$ cat src/rtl/uart_tx_engine.sv
// UART transmit back-end: rising-edge-triggered byte FIFO feeding a baud-timed 8N1 serialiser.
// Define UART_TX_PARITY_EN to insert an even-parity bit between the data bits and the stop bit.
module uart_tx_engine #(
  parameter int unsigned CLK_FREQ_HZ = 50_000_000,
  parameter int unsigned BAUD        = 115_200,
  parameter int unsigned FIFO_DEPTH  = 8
) (
  input  logic                          ACLK,
  input  logic                          ARESETN,
  input  logic [7:0]                    tx_data,
  input  logic                          tx_start,
  input  logic                          clr_overflow,
  output logic                          uart_tx,
  output logic                          tx_busy,
  output logic                          tx_done,
  output logic                          fifo_full,
  output logic [$clog2(FIFO_DEPTH):0]   fifo_level,
  output logic                          overflow
);

  localparam int unsigned CLKS_PER_BIT = CLK_FREQ_HZ / BAUD;
  localparam int unsigned AW           = $clog2(FIFO_DEPTH);
  localparam int unsigned LW           = AW + 1;
  localparam int unsigned CW           = (CLKS_PER_BIT > 1) ? $clog2(CLKS_PER_BIT) : 1;

`ifdef UART_TX_PARITY_EN
  typedef enum logic [2:0] {S_IDLE, S_START, S_DATA, S_PARITY, S_STOP} state_e;
`else
  typedef enum logic [1:0] {S_IDLE, S_START, S_DATA, S_STOP} state_e;
`endif

  state_e          state_q, state_d;
  logic [CW-1:0]   cnt_q, cnt_d;
  logic [2:0]      bit_q, bit_d;
  logic [7:0]      shift_q, shift_d;
  logic            line_q, line_d;
  logic            done_q, done_d;
  logic            ovf_q, ovf_d;
  logic            start_q;
  logic [AW-1:0]   wr_ptr_q, wr_ptr_d;
  logic [AW-1:0]   rd_ptr_q, rd_ptr_d;
  logic [LW-1:0]   level_q, level_d;
  logic [7:0]      mem_q [FIFO_DEPTH];
  logic            push_c, pop_c, accept_c, bit_end_c, fifo_empty_c;
`ifdef UART_TX_PARITY_EN
  logic            parity_q, parity_d;
`endif

  // Next-state: frame sequencing, FIFO bookkeeping and the registered line value.
  always_comb begin
    state_d      = state_q;
    cnt_d        = cnt_q + CW'(1);
    bit_d        = bit_q;
    shift_d      = shift_q;
    wr_ptr_d     = wr_ptr_q;
    rd_ptr_d     = rd_ptr_q;
    level_d      = level_q;
    ovf_d        = ovf_q;
    line_d       = 1'b1;
    done_d       = 1'b0;
    pop_c        = 1'b0;
`ifdef UART_TX_PARITY_EN
    parity_d     = parity_q;
`endif
    fifo_empty_c = (level_q == LW'(0));
    bit_end_c    = (cnt_q == CW'(CLKS_PER_BIT - 1));
    push_c       = tx_start & ~start_q;

    case (state_q)
      S_IDLE: begin
        cnt_d = CW'(0);
        if (!fifo_empty_c) begin
          pop_c   = 1'b1;
          state_d = S_START;
        end
      end
      S_START: begin
        if (bit_end_c) begin
          state_d = S_DATA;
          bit_d   = 3'd0;
          cnt_d   = CW'(0);
        end
      end
      S_DATA: begin
        if (bit_end_c) begin
          cnt_d = CW'(0);
          if (bit_q == 3'd7) begin
`ifdef UART_TX_PARITY_EN
            state_d = S_PARITY;
`else
            state_d = S_STOP;
`endif
          end else begin
            bit_d   = bit_q + 3'd1;
            shift_d = shift_q >> 1;
          end
        end
      end
`ifdef UART_TX_PARITY_EN
      S_PARITY: begin
        if (bit_end_c) begin
          state_d = S_STOP;
          cnt_d   = CW'(0);
        end
      end
`endif
      S_STOP: begin
        if (bit_end_c) begin
          cnt_d = CW'(0);
          if (!fifo_empty_c) begin
            pop_c   = 1'b1;
            state_d = S_START;
          end else begin
            state_d = S_IDLE;
          end
        end
      end
      default: state_d = S_IDLE;
    endcase

    if (pop_c) begin
      shift_d  = mem_q[rd_ptr_q];
      rd_ptr_d = rd_ptr_q + AW'(1);
`ifdef UART_TX_PARITY_EN
      parity_d = ^mem_q[rd_ptr_q];
`endif
    end

    // A full FIFO still accepts a push when the same edge frees a slot.
    accept_c = push_c && ((level_q != LW'(FIFO_DEPTH)) || pop_c);
    if (accept_c) wr_ptr_d = wr_ptr_q + AW'(1);
    if (accept_c && !pop_c)      level_d = level_q + LW'(1);
    else if (!accept_c && pop_c) level_d = level_q - LW'(1);

    if (push_c && !accept_c) ovf_d = 1'b1;
    else if (clr_overflow)   ovf_d = 1'b0;

    case (state_d)
      S_START:    line_d = 1'b0;
      S_DATA:     line_d = shift_d[0];
`ifdef UART_TX_PARITY_EN
      S_PARITY:   line_d = parity_d;
`endif
      default:    line_d = 1'b1;
    endcase
    done_d = (state_d == S_STOP) && (cnt_d == CW'(CLKS_PER_BIT - 1));
  end

  always_ff @(posedge ACLK or negedge ARESETN) begin
    if (!ARESETN) begin
      state_q  <= S_IDLE;
      cnt_q    <= CW'(0);
      bit_q    <= 3'd0;
      shift_q  <= 8'd0;
      line_q   <= 1'b1;
      done_q   <= 1'b0;
      ovf_q    <= 1'b0;
      start_q  <= 1'b0;
      wr_ptr_q <= AW'(0);
      rd_ptr_q <= AW'(0);
      level_q  <= LW'(0);
`ifdef UART_TX_PARITY_EN
      parity_q <= 1'b0;
`endif
    end else begin
      state_q  <= state_d;
      cnt_q    <= cnt_d;
      bit_q    <= bit_d;
      shift_q  <= shift_d;
      line_q   <= line_d;
      done_q   <= done_d;
      ovf_q    <= ovf_d;
      start_q  <= tx_start;
      wr_ptr_q <= wr_ptr_d;
      rd_ptr_q <= rd_ptr_d;
      level_q  <= level_d;
`ifdef UART_TX_PARITY_EN
      parity_q <= parity_d;
`endif
    end
  end

  // FIFO storage carries no reset; occupancy is tracked by the pointers and level.
  always_ff @(posedge ACLK) begin
    if (accept_c) mem_q[wr_ptr_q] <= tx_data;
  end

  assign uart_tx    = line_q;
  assign tx_done    = done_q;
  assign overflow   = ovf_q;
  assign fifo_level = level_q;
  assign fifo_full  = (level_q == LW'(FIFO_DEPTH));
  assign tx_busy    = (state_q != S_IDLE) || (level_q != LW'(0));

endmodule
$ cat config.mk
export PLATFORM = sky130hd
export DESIGN_NAME = uart_tx_engine
export DESIGN_NICKNAME = d
export VERILOG_FILES = /design/src/rtl/uart_tx_engine.sv
export SDC_FILE = /design/constraint.sdc
export NUM_CORES = 1
export LEC_CHECK = 0
export ABC_AREA = 1
export BUFFER_PORTS_ARGS = -buffer_cell sky130_fd_sc_hd__buf_2
export CAP_MARGIN = 20
export CORE_UTILIZATION = 44
export CTS_BUF_LIST = sky130_fd_sc_hd__clkbuf_16
export CTS_CLUSTER_SIZE = 25
export DETAILED_ROUTE_END_ITERATION = 10
export SYNTH_ARGS = -nofsm -noshare
export SYNTH_HDL_FRONTEND = slang
export SYNTH_SLANG_ARGS = --single-unit
$ cat constraint.sdc
create_clock -name ACLK -period 3 [get_ports ACLK]
set_input_delay 0.15 -clock ACLK [delete_from_list [all_inputs] [get_ports ACLK]]
set_output_delay 0.15 -clock ACLK [all_outputs]
set_load 0.005 [all_outputs]
After elaboration in Yosys (flattened, before gate mapping) --
Memory sizes are Yosys's and may differ from the RTL's. Index checks and enable logic that the tools add are counted.
Operators by class: add/sub/neg operators 6, $mul 0, divide/modulo/power cells 0, $lt $le $gt $ge 0, equal/unequal tests 15, shift-type cells 0, mux-type cells 27, bitwise logic cells 2, reductions and logical operators 21
Operators with widths (count):
- $mux 8 | 4
- $eq 9x9->1 const B | 2
- $pmux 9 s2 | 1
- $reduce_bool 2->1 | 6
- $mux 2 | 5
- $add 3x1->3 const B | 3
- $add 9x1->9 const B | 1
- $mux 3 | 3
- $mux 9 | 1
- $eq 2x2->1 const B | 4
- $mux 4 | 2
- $ne 2x2->1 const B | 4
- $pmux 2 s4 | 1
- $mux 1 | 7
- $pmux 3 s2 | 1
- $logic_and 1x1->1 | 5
- $add 4x1->4 const B | 1
- $eq 2x1->1 const B | 2
- $eq 4x4->1 const B | 1
- $logic_not 4->1 | 1
- $ne 4x4->1 const B | 1
- $pmux 1 s2 | 2
- $reduce_and 4->1 | 1
- $reduce_bool 4->1 | 1
- other kinds (9) | 11
Storage, ports and cells: register bits after elaboration 36, bits in latches 0, RAM bits 64, bits in read-only memories 0, input port bits 12, output and inout port bits 9, logic and storage cells 84, memories 1
Memories:
- mem_q | words 8, width 8, read ports 1, clocked after Yosys merged registers in 0, wr ports 1, line 43 | logic [7:0] mem_q [FIFO_DEPTH];

Logic depth before layout (Yosys ltp) --
word-level depth 10, mapped depth 19, depth with buffers taken out 19

Worst setup path after synthesis --
OpenSTA, ideal clock, no wires.
kind register to register, from register cnt_q[1], to register level_q[3] (netlist: fifo_level[3]), setup time 0.125 ns, data arrival time 2.323 ns, data required time 2.875 ns, path slack 0.552 ns, stages on the path, launching flop included 20, path buffers 0, period minus slack after synthesis 2.448 ns, cell sequence dfrtp_1 > inv_1 > ha_1 > nand2_1 > nor2_2 > nand3_2 > nand2_2 > nand2_4 > nand2_4 > nand2_4 > inv_4 > ha_1 > inv_1 > ha_1 > a21o_1 > a21oi_1 > nand2_1 > nand2_1 > nor2_1 > xor2_1
Between the ends: cells in the longest elaborated chain, start to end 8, elaborated cells on any way between the ends 11, those cells by class eq/ne: 1; mux: 3; reduce/logical: 7
RTL lines:
- start, declared | line 33 | logic [CW-1:0] cnt_q, cnt_d;
- start signal, assigned | line 167 | cnt_q <= cnt_d;
- $eq 9x9->1 * | line 66 | bit_end_c = (cnt_q == CW'(CLKS_PER_BIT - 1));
- $mux 1 * | line 108 | if (bit_end_c) begin
- $pmux 1 s2 * | line 69 | case (state_q)
- $logic_or 1x1->1 * | line 130 | accept_c = push_c && ((level_q != LW'(FIFO_DEPTH)) || pop_c);
- $logic_and 1x1->1 * | line 130
- via accept_c | line 44 | logic push_c, pop_c, accept_c, bit_end_c, fifo_empty_c;
- $logic_not 1->1 | line 133 | else if (!accept_c && pop_c) level_d = level_q - LW'(1);
- $logic_and 1x1->1 | line 133
- $reduce_bool 2->1 (no source line)
- end signal, assigned | line 176 | level_q <= level_d;
- end, declared | line 42 | logic [LW-1:0] level_q, level_d;
The timed path passes the listed nets; every way through them passes the cells marked *. A chain may end at the register's enable or synchronous reset.

Worst setup path in the final report --
from register state_q[0], to register level_q[3] (netlist: fifo_level[3])
Between the ends: cells in the longest elaborated chain, start to end 7, elaborated cells on any way between the ends 11, those cells by class eq/ne: 1; mux: 2; reduce/logical: 8
RTL lines:
- start, declared | line 32 | state_e state_q, state_d;
- start signal, assigned | line 166 | state_q <= state_d;
- $eq 2x2->1 / $logic_not 2->1 (equally long branches) | line 69
- $pmux 1 s2 * | line 69
- $logic_or 1x1->1 * | line 130
- $logic_and 1x1->1 * | line 130
- via accept_c | line 44
- $logic_not 1->1 | line 133
- $logic_and 1x1->1 | line 133
- $reduce_bool 2->1 (no source line)
Marked as above.

==> impl_results.html <==
<table>
<tr><th>Metric</th><th>Value</th></tr>
<tr><th colspan="2">Synth</th></tr>
<tr><td>Fraction of post-synthesis cell area in the top cell type by area</td><td>41.6%</td></tr>
<tr><td>Number of standard cells after synthesis</td><td>roughly 450</td></tr>
<tr><td>Total of warnings raised by yosys</td><td>0</td></tr>
<tr><td>Summed instance area of the synthesized netlist</td><td>approximately 4600 µm²</td></tr>
<tr><td>Seq cells post-synth</td><td>100</td></tr>
<tr><td>Biggest area contributors in the synthesized netlist</td><td>sky130_fd_sc_hd__edfxtp_1 (42%), sky130_fd_sc_hd__dfrtp_1 (19%), sky130_fd_sc_hd__nand2_1 (7.5%), sky130_fd_sc_hd__nand3_1 (4.3%), sky130_fd_sc_hd__ha_1 (3.8%)</td></tr>
<tr><td>Biggest area consumer among synthesized cells</td><td>sky130_fd_sc_hd__edfxtp_1</td></tr>
<tr><td>Portion of the post-synthesis area used by sequential elements</td><td>around three fifths</td></tr>
<tr><td>Mean post-synth cell area</td><td>10.4 µm²</td></tr>
<tr><td>Synthesized net count</td><td>around 470</td></tr>
<tr><td>Distinct cells, synth</td><td>36</td></tr>
<tr><th colspan="2">Timing</th></tr>
<tr><td>Setup violations, final</td><td>0</td></tr>
<tr><td>Setup repair after global routing missed its margin</td><td>false</td></tr>
<tr><td>Fmax achieved</td><td>about 370 MHz</td></tr>
<tr><td>Worst slew pin tran</td><td>793 ps</td></tr>
<tr><td>Final-report hold violation count</td><td>0</td></tr>
<tr><td>Setup TNS after final layout</td><td>0 ps</td></tr>
<tr><td>Final count of pins violating max slew</td><td>0</td></tr>
<tr><td>Min Tclk post-route</td><td>roughly 2700 ps</td></tr>
<tr><td>Post-Route Skew</td><td>roughly 7.7 ps</td></tr>
<tr><td>Relative slew slack</td><td>about 47%</td></tr>
<tr><td>Final period utilization</td><td>between 90% and 100%</td></tr>
<tr><th colspan="2">Routing</th></tr>
<tr><td>Vias</td><td>between 3,000 and 4,000</td></tr>
<tr><td>Routed length per placed instance</td><td>14.6 µm</td></tr>
<tr><td>Via/cell ratio</td><td>between 5 and 6</td></tr>
<tr><td>Residual antenna-violating net count after detailed routing</td><td>0</td></tr>
<tr><td>Post-Route WL</td><td>9040 µm</td></tr>
<tr><td>Starting DRT DRC Count</td><td>around 110</td></tr>
<tr><td>DRC</td><td>0</td></tr>
<tr><td>Number of optimization iterations in the first detailed-route pass</td><td>4</td></tr>
<tr><th colspan="2">Die</th></tr>
<tr><td>Row count</td><td>37</td></tr>
<tr><td>Die width</td><td>between 100 and 150 µm</td></tr>
<tr><td>Die height</td><td>around 100 µm</td></tr>
<tr><td>Effective utilization at floorplan</td><td>between 40 and 50%</td></tr>
<tr><td>Die Area</td><td>between 10,000 and 15,000 µm²</td></tr>
<tr><td>Number of primary I/O pins</td><td>21</td></tr>
<tr><td>Core Area</td><td>approximately 10,000 µm²</td></tr>
<tr><th colspan="2">Critical path</th></tr>
<tr><td>Largest fanout on the critical path</td><td>18</td></tr>
<tr><td>Kind of launch point of the worst setup path</td><td>register</td></tr>
<tr><td>R2r endpoint</td><td>fifo_level[3]</td></tr>
<tr><td>Critical path data arrival time</td><td>2960 ps</td></tr>
<tr><td>Cells on worst reg2reg path</td><td>17</td></tr>
<tr><td>Worst Path Buf+Inv</td><td>4</td></tr>
<tr><td>Critical path's slowest cell</td><td>sky130_fd_sc_hd__dfrtp_1</td></tr>
<tr><td>FF-to-FF setup slack</td><td>roughly 270 ps</td></tr>
<tr><td>Crit Path Category</td><td>reg2reg</td></tr>
<tr><td>Capturing element type of the critical path</td><td>register</td></tr>
<tr><td>Largest delay share family, worst path</td><td>adder cells</td></tr>
<tr><td>RR Startpoint</td><td>state_q[0]</td></tr>
<tr><td>Cell-by-cell trace of the critical path</td><td>inv_1 &gt; ha_1 &gt; inv_1 &gt; nand2_2 &gt; nand2_4 &gt; nand2_4 &gt; nand2_4 &gt; inv_4 &gt; ha_1 &gt; inv_1 &gt; ha_1 &gt; a21o_1 &gt; a21oi_1 &gt; nand2_1 &gt; nand2_1 &gt; nor2_1 &gt; xor2_1</td></tr>
<tr><td>Biggest cell delay along the critical path</td><td>between 300 and 400 ps</td></tr>
<tr><td>Required time of the worst setup path</td><td>3230 ps</td></tr>
<tr><th colspan="2">Clock network</th></tr>
<tr><td>Clock insertion delay at the later pin of the skew report</td><td>between 300 and 400 ps</td></tr>
<tr><td>Quantity of gates resized following cts</td><td>0</td></tr>
<tr><td>TritonCTS clock tree</td><td>done</td></tr>
<tr><td>Number of setup buffers added after CTS</td><td>0</td></tr>
<tr><td>Longest Clk Path Bufs</td><td>2</td></tr>
<tr><td>Quantity of hold-fixing buffers added after cts</td><td>3</td></tr>
<tr><td>Buffer cell driving the clock tree root</td><td>sky130_fd_sc_hd__clkbuf_16</td></tr>
<tr><td>CTS H-Tree Depth</td><td>3</td></tr>
<tr><td>Number of clock buffers inserted by TritonCTS</td><td>9</td></tr>
<tr><td>Sinks on the clock net</td><td>100</td></tr>
<tr><td>Clock-pin slew reported for the worst setup and hold paths after clock tree synthesis</td><td>around 70 ps</td></tr>
<tr><th colspan="2">Placement</th></tr>
<tr><td>Placed standard-cell area</td><td>between 4000 and 5000 µm²</td></tr>
<tr><td>Count of input and output buffers</td><td>20</td></tr>
<tr><td>GPL Wtd Cong</td><td>between 0.7 and 0.8</td></tr>
<tr><td>Total instance count after detailed placement</td><td>601</td></tr>
<tr><td>Hpwl dp</td><td>5890 µm</td></tr>
<tr><th colspan="2">GRT</th></tr>
<tr><td>Via count of the first global-routing pass</td><td>between 3,000 and 4,000</td></tr>
<tr><td>GRT Residual Overflow</td><td>0</td></tr>
<tr><td>Wire length of the first global-routing pass</td><td>between 15,000 and 20,000 µm</td></tr>
<tr><td>Antenna violations before repair</td><td>0</td></tr>
<tr><td>Largest net degree at the start of global routing</td><td>37</td></tr>
<tr><td>Global-route usage over all layers</td><td>18.0%</td></tr>
<tr><th colspan="2">Hold path</th></tr>
<tr><td>Hold Crit Depth</td><td>1</td></tr>
<tr><td>Worst min path class</td><td>in2reg</td></tr>
<tr><td>Worst Hold End</td><td>mem_q[5][5]</td></tr>
<tr><td>Worst min-delay path startpoint</td><td>tx_data[5]</td></tr>
<tr><th colspan="2">Cells and area</th></tr>
<tr><td>Fraction of final layout cells sized beyond drive strength 1</td><td>between 10% and 20%</td></tr>
<tr><td>Final design instance area without fill</td><td>5270 µm²</td></tr>
<tr><td>Antenna diode instance count</td><td>0</td></tr>
<tr><td>Number of cells in the finished layout apart from fillers</td><td>620</td></tr>
<tr><td>Area growth from synthesis to final layout</td><td>14.0%</td></tr>
<tr><td>Total number of nets in the final design</td><td>roughly 500</td></tr>
<tr><th colspan="2">Run status</th></tr>
<tr><td>Run status</td><td>complete, no violations</td></tr>
<tr><th colspan="2">Job</th></tr>
<tr><td>MaxCap Viol Count</td><td>0</td></tr>
<tr><th colspan="2">Power</th></tr>
<tr><td>Static leakage</td><td>~2.2 nW</td></tr>
<tr><td>Peak VDD IR</td><td>slightly above 0.4 mV</td></tr>
<tr><td>Power density relative to cell area</td><td>637 nW/µm²</td></tr>
<tr><td>Total design power</td><td>between 3 and 4 mW</td></tr>
</table>
-- per-stage QoR --
| step | hold WS [ps] | util [%] | setup WS (ps) |
|---|---|---|---|
| after floorplan | -146 | - | 552 |
| after global placement | 272 | 48.0 | 350 |
| after detailed placement | 275 | 48.0 | 261 |
| after CTS | 66.2 | 51.5 | 256 |
| after global routing | 71.5 | 51.5 | 0.362 |
| final | 76.1 | 51.5 | 269 |
-- placed cells by master, fill, tap and decap left out --
cell and instances:
sky130_fd_sc_hd__a32o_1 2, sky130_fd_sc_hd__nand3_2 2, sky130_fd_sc_hd__xor2_1 8, sky130_fd_sc_hd__nand2_4 4
sky130_fd_sc_hd__inv_2 5, sky130_fd_sc_hd__a21oi_4 1, sky130_fd_sc_hd__buf_2 20, sky130_fd_sc_hd__o21ai_2 1
sky130_fd_sc_hd__dlygate4sd3_1 3, sky130_fd_sc_hd__buf_4 11, sky130_fd_sc_hd__o21ai_0 31, sky130_fd_sc_hd__nand4_1 4
sky130_fd_sc_hd__nor4_1 1, sky130_fd_sc_hd__clkinv_1 2, sky130_fd_sc_hd__a21o_1 2, sky130_fd_sc_hd__a21oi_1 3
sky130_fd_sc_hd__fa_1 1, sky130_fd_sc_hd__clkbuf_16 9, sky130_fd_sc_hd__dfrtp_1 35, sky130_fd_sc_hd__o22ai_1 12
sky130_fd_sc_hd__nand3_1 40, sky130_fd_sc_hd__nor2_2 5, sky130_fd_sc_hd__inv_4 1, sky130_fd_sc_hd__nand2_1 92
sky130_fd_sc_hd__xnor2_1 2, sky130_fd_sc_hd__edfxtp_1 64, sky130_fd_sc_hd__nor2_4 1, sky130_fd_sc_hd__a31oi_1 1
sky130_fd_sc_hd__clkinvlp_4 1, sky130_fd_sc_hd__nor3_1 8, sky130_fd_sc_hd__bufinv_16 2, sky130_fd_sc_hd__nor4_4 1
sky130_fd_sc_hd__inv_1 40, sky130_fd_sc_hd__nand2_2 7, sky130_fd_sc_hd__ha_1 14, sky130_fd_sc_hd__inv_6 4
sky130_fd_sc_hd__a21oi_2 1, sky130_fd_sc_hd__dfstp_2 1, sky130_fd_sc_hd__nor2_1 42
-- routing by layer --
layer | vias to the layer above | track usage (%) | share of wire, %
li1 | 1566 | - | -
met1 | 1486 | 23.2 | 45
met2 | 51 | 30.9 | 50
met3 | 2 | 3.82 | 4.0
met4 | 0 | 4.59 | 0.41
met5 | - | 0 | 0
-- registers in the layout (all words and copies together), names as in the netlist, 2 cells and up --
signal      cells
cnt_q           9
shift_q         8
fifo_level      4
wr_ptr_q        3
bit_q           3
state_q         2
mem_q          64
rd_ptr_q        3
-- how the worst max path moves through the flow --
stage	from	endpoint	cells past startpoint
detailed placement	state_q[0]	fifo_level[3]	17
global route	cnt_q[1]	fifo_level[3]	18
finish	state_q[0]	fifo_level[3]	17
floorplan	cnt_q[1]	fifo_level[3]	19
CTS	state_q[0]	fifo_level[3]	17
global placement	cnt_q[1]	fifo_level[3]	19
-- synth_stat cells (all sizes together) --
cell,instances
nand2,103
dfrtp,35
nor2,48
edfxtp,64
a31oi,1
ha,14
buf,8
a21oi,5
nor4,2
clkbuf,3
o22ai,12
nand4,4
o21ai,32
a21o,2
dfstp,1
nor3,8
inv,46
clkinv,2
a32o,2
xor2,8
nand3,42
fa,1
xnor2,2
-- worst reg2reg max path: cells and delay by family (launching register included) --
kind	cells	cell delay (ps)
XOR/XNOR	1	130
flip-flops	1	390
AO/OA/AOI/OAI	2	320
AND/OR/NAND/NOR	7	650
buffers and inverters	4	430
adder cells (fa/ha/maj)	3	710
-- logic make-up (layout without fill, tap and decap cells) --
logic type / Yosys count / after routing / share of synthesized area [%]
and+or+nand+nor: 207 / 207 / 20.5
DFF: 100 / 100 / 61.1
adders and majority gates: 15 / 15 / 4.22
xor gates and xnor gates: 10 / 10 / 1.90
buffers and inverters: 59 / 98 / 5.36
AOI/OAI and AO/OA: 54 / 54 / 6.93
-- cell type report --
| type | instances | area [µm²] |
|---|---|---|
| multi-input cells | 286 | 1550 |
| flip-flops and latches | 100 | 2820 |
| clock buffers | 9 | 225 |
| fillers | 929 | 4960 |
| inverters | 48 | 183 |
| repair buffers | 34 | 213 |
| clock inverters | 7 | 103 |
| well taps | 136 | 170 |
-- power breakdown --
part / total [mW] / internal, mW / switching, mW / leakage (nW)
Clock: 1.26 / 0.743 / 0.514 / 0.157
Sequential: 1.68 / 1.59 / 0.0939 / 1.02
Combinational: 0.421 / 0.171 / 0.250 / 1.07
Total: 3.36 / 2.50 / 0.858 / 2.25
Note: power is estimated with default switching activity, not from simulation.
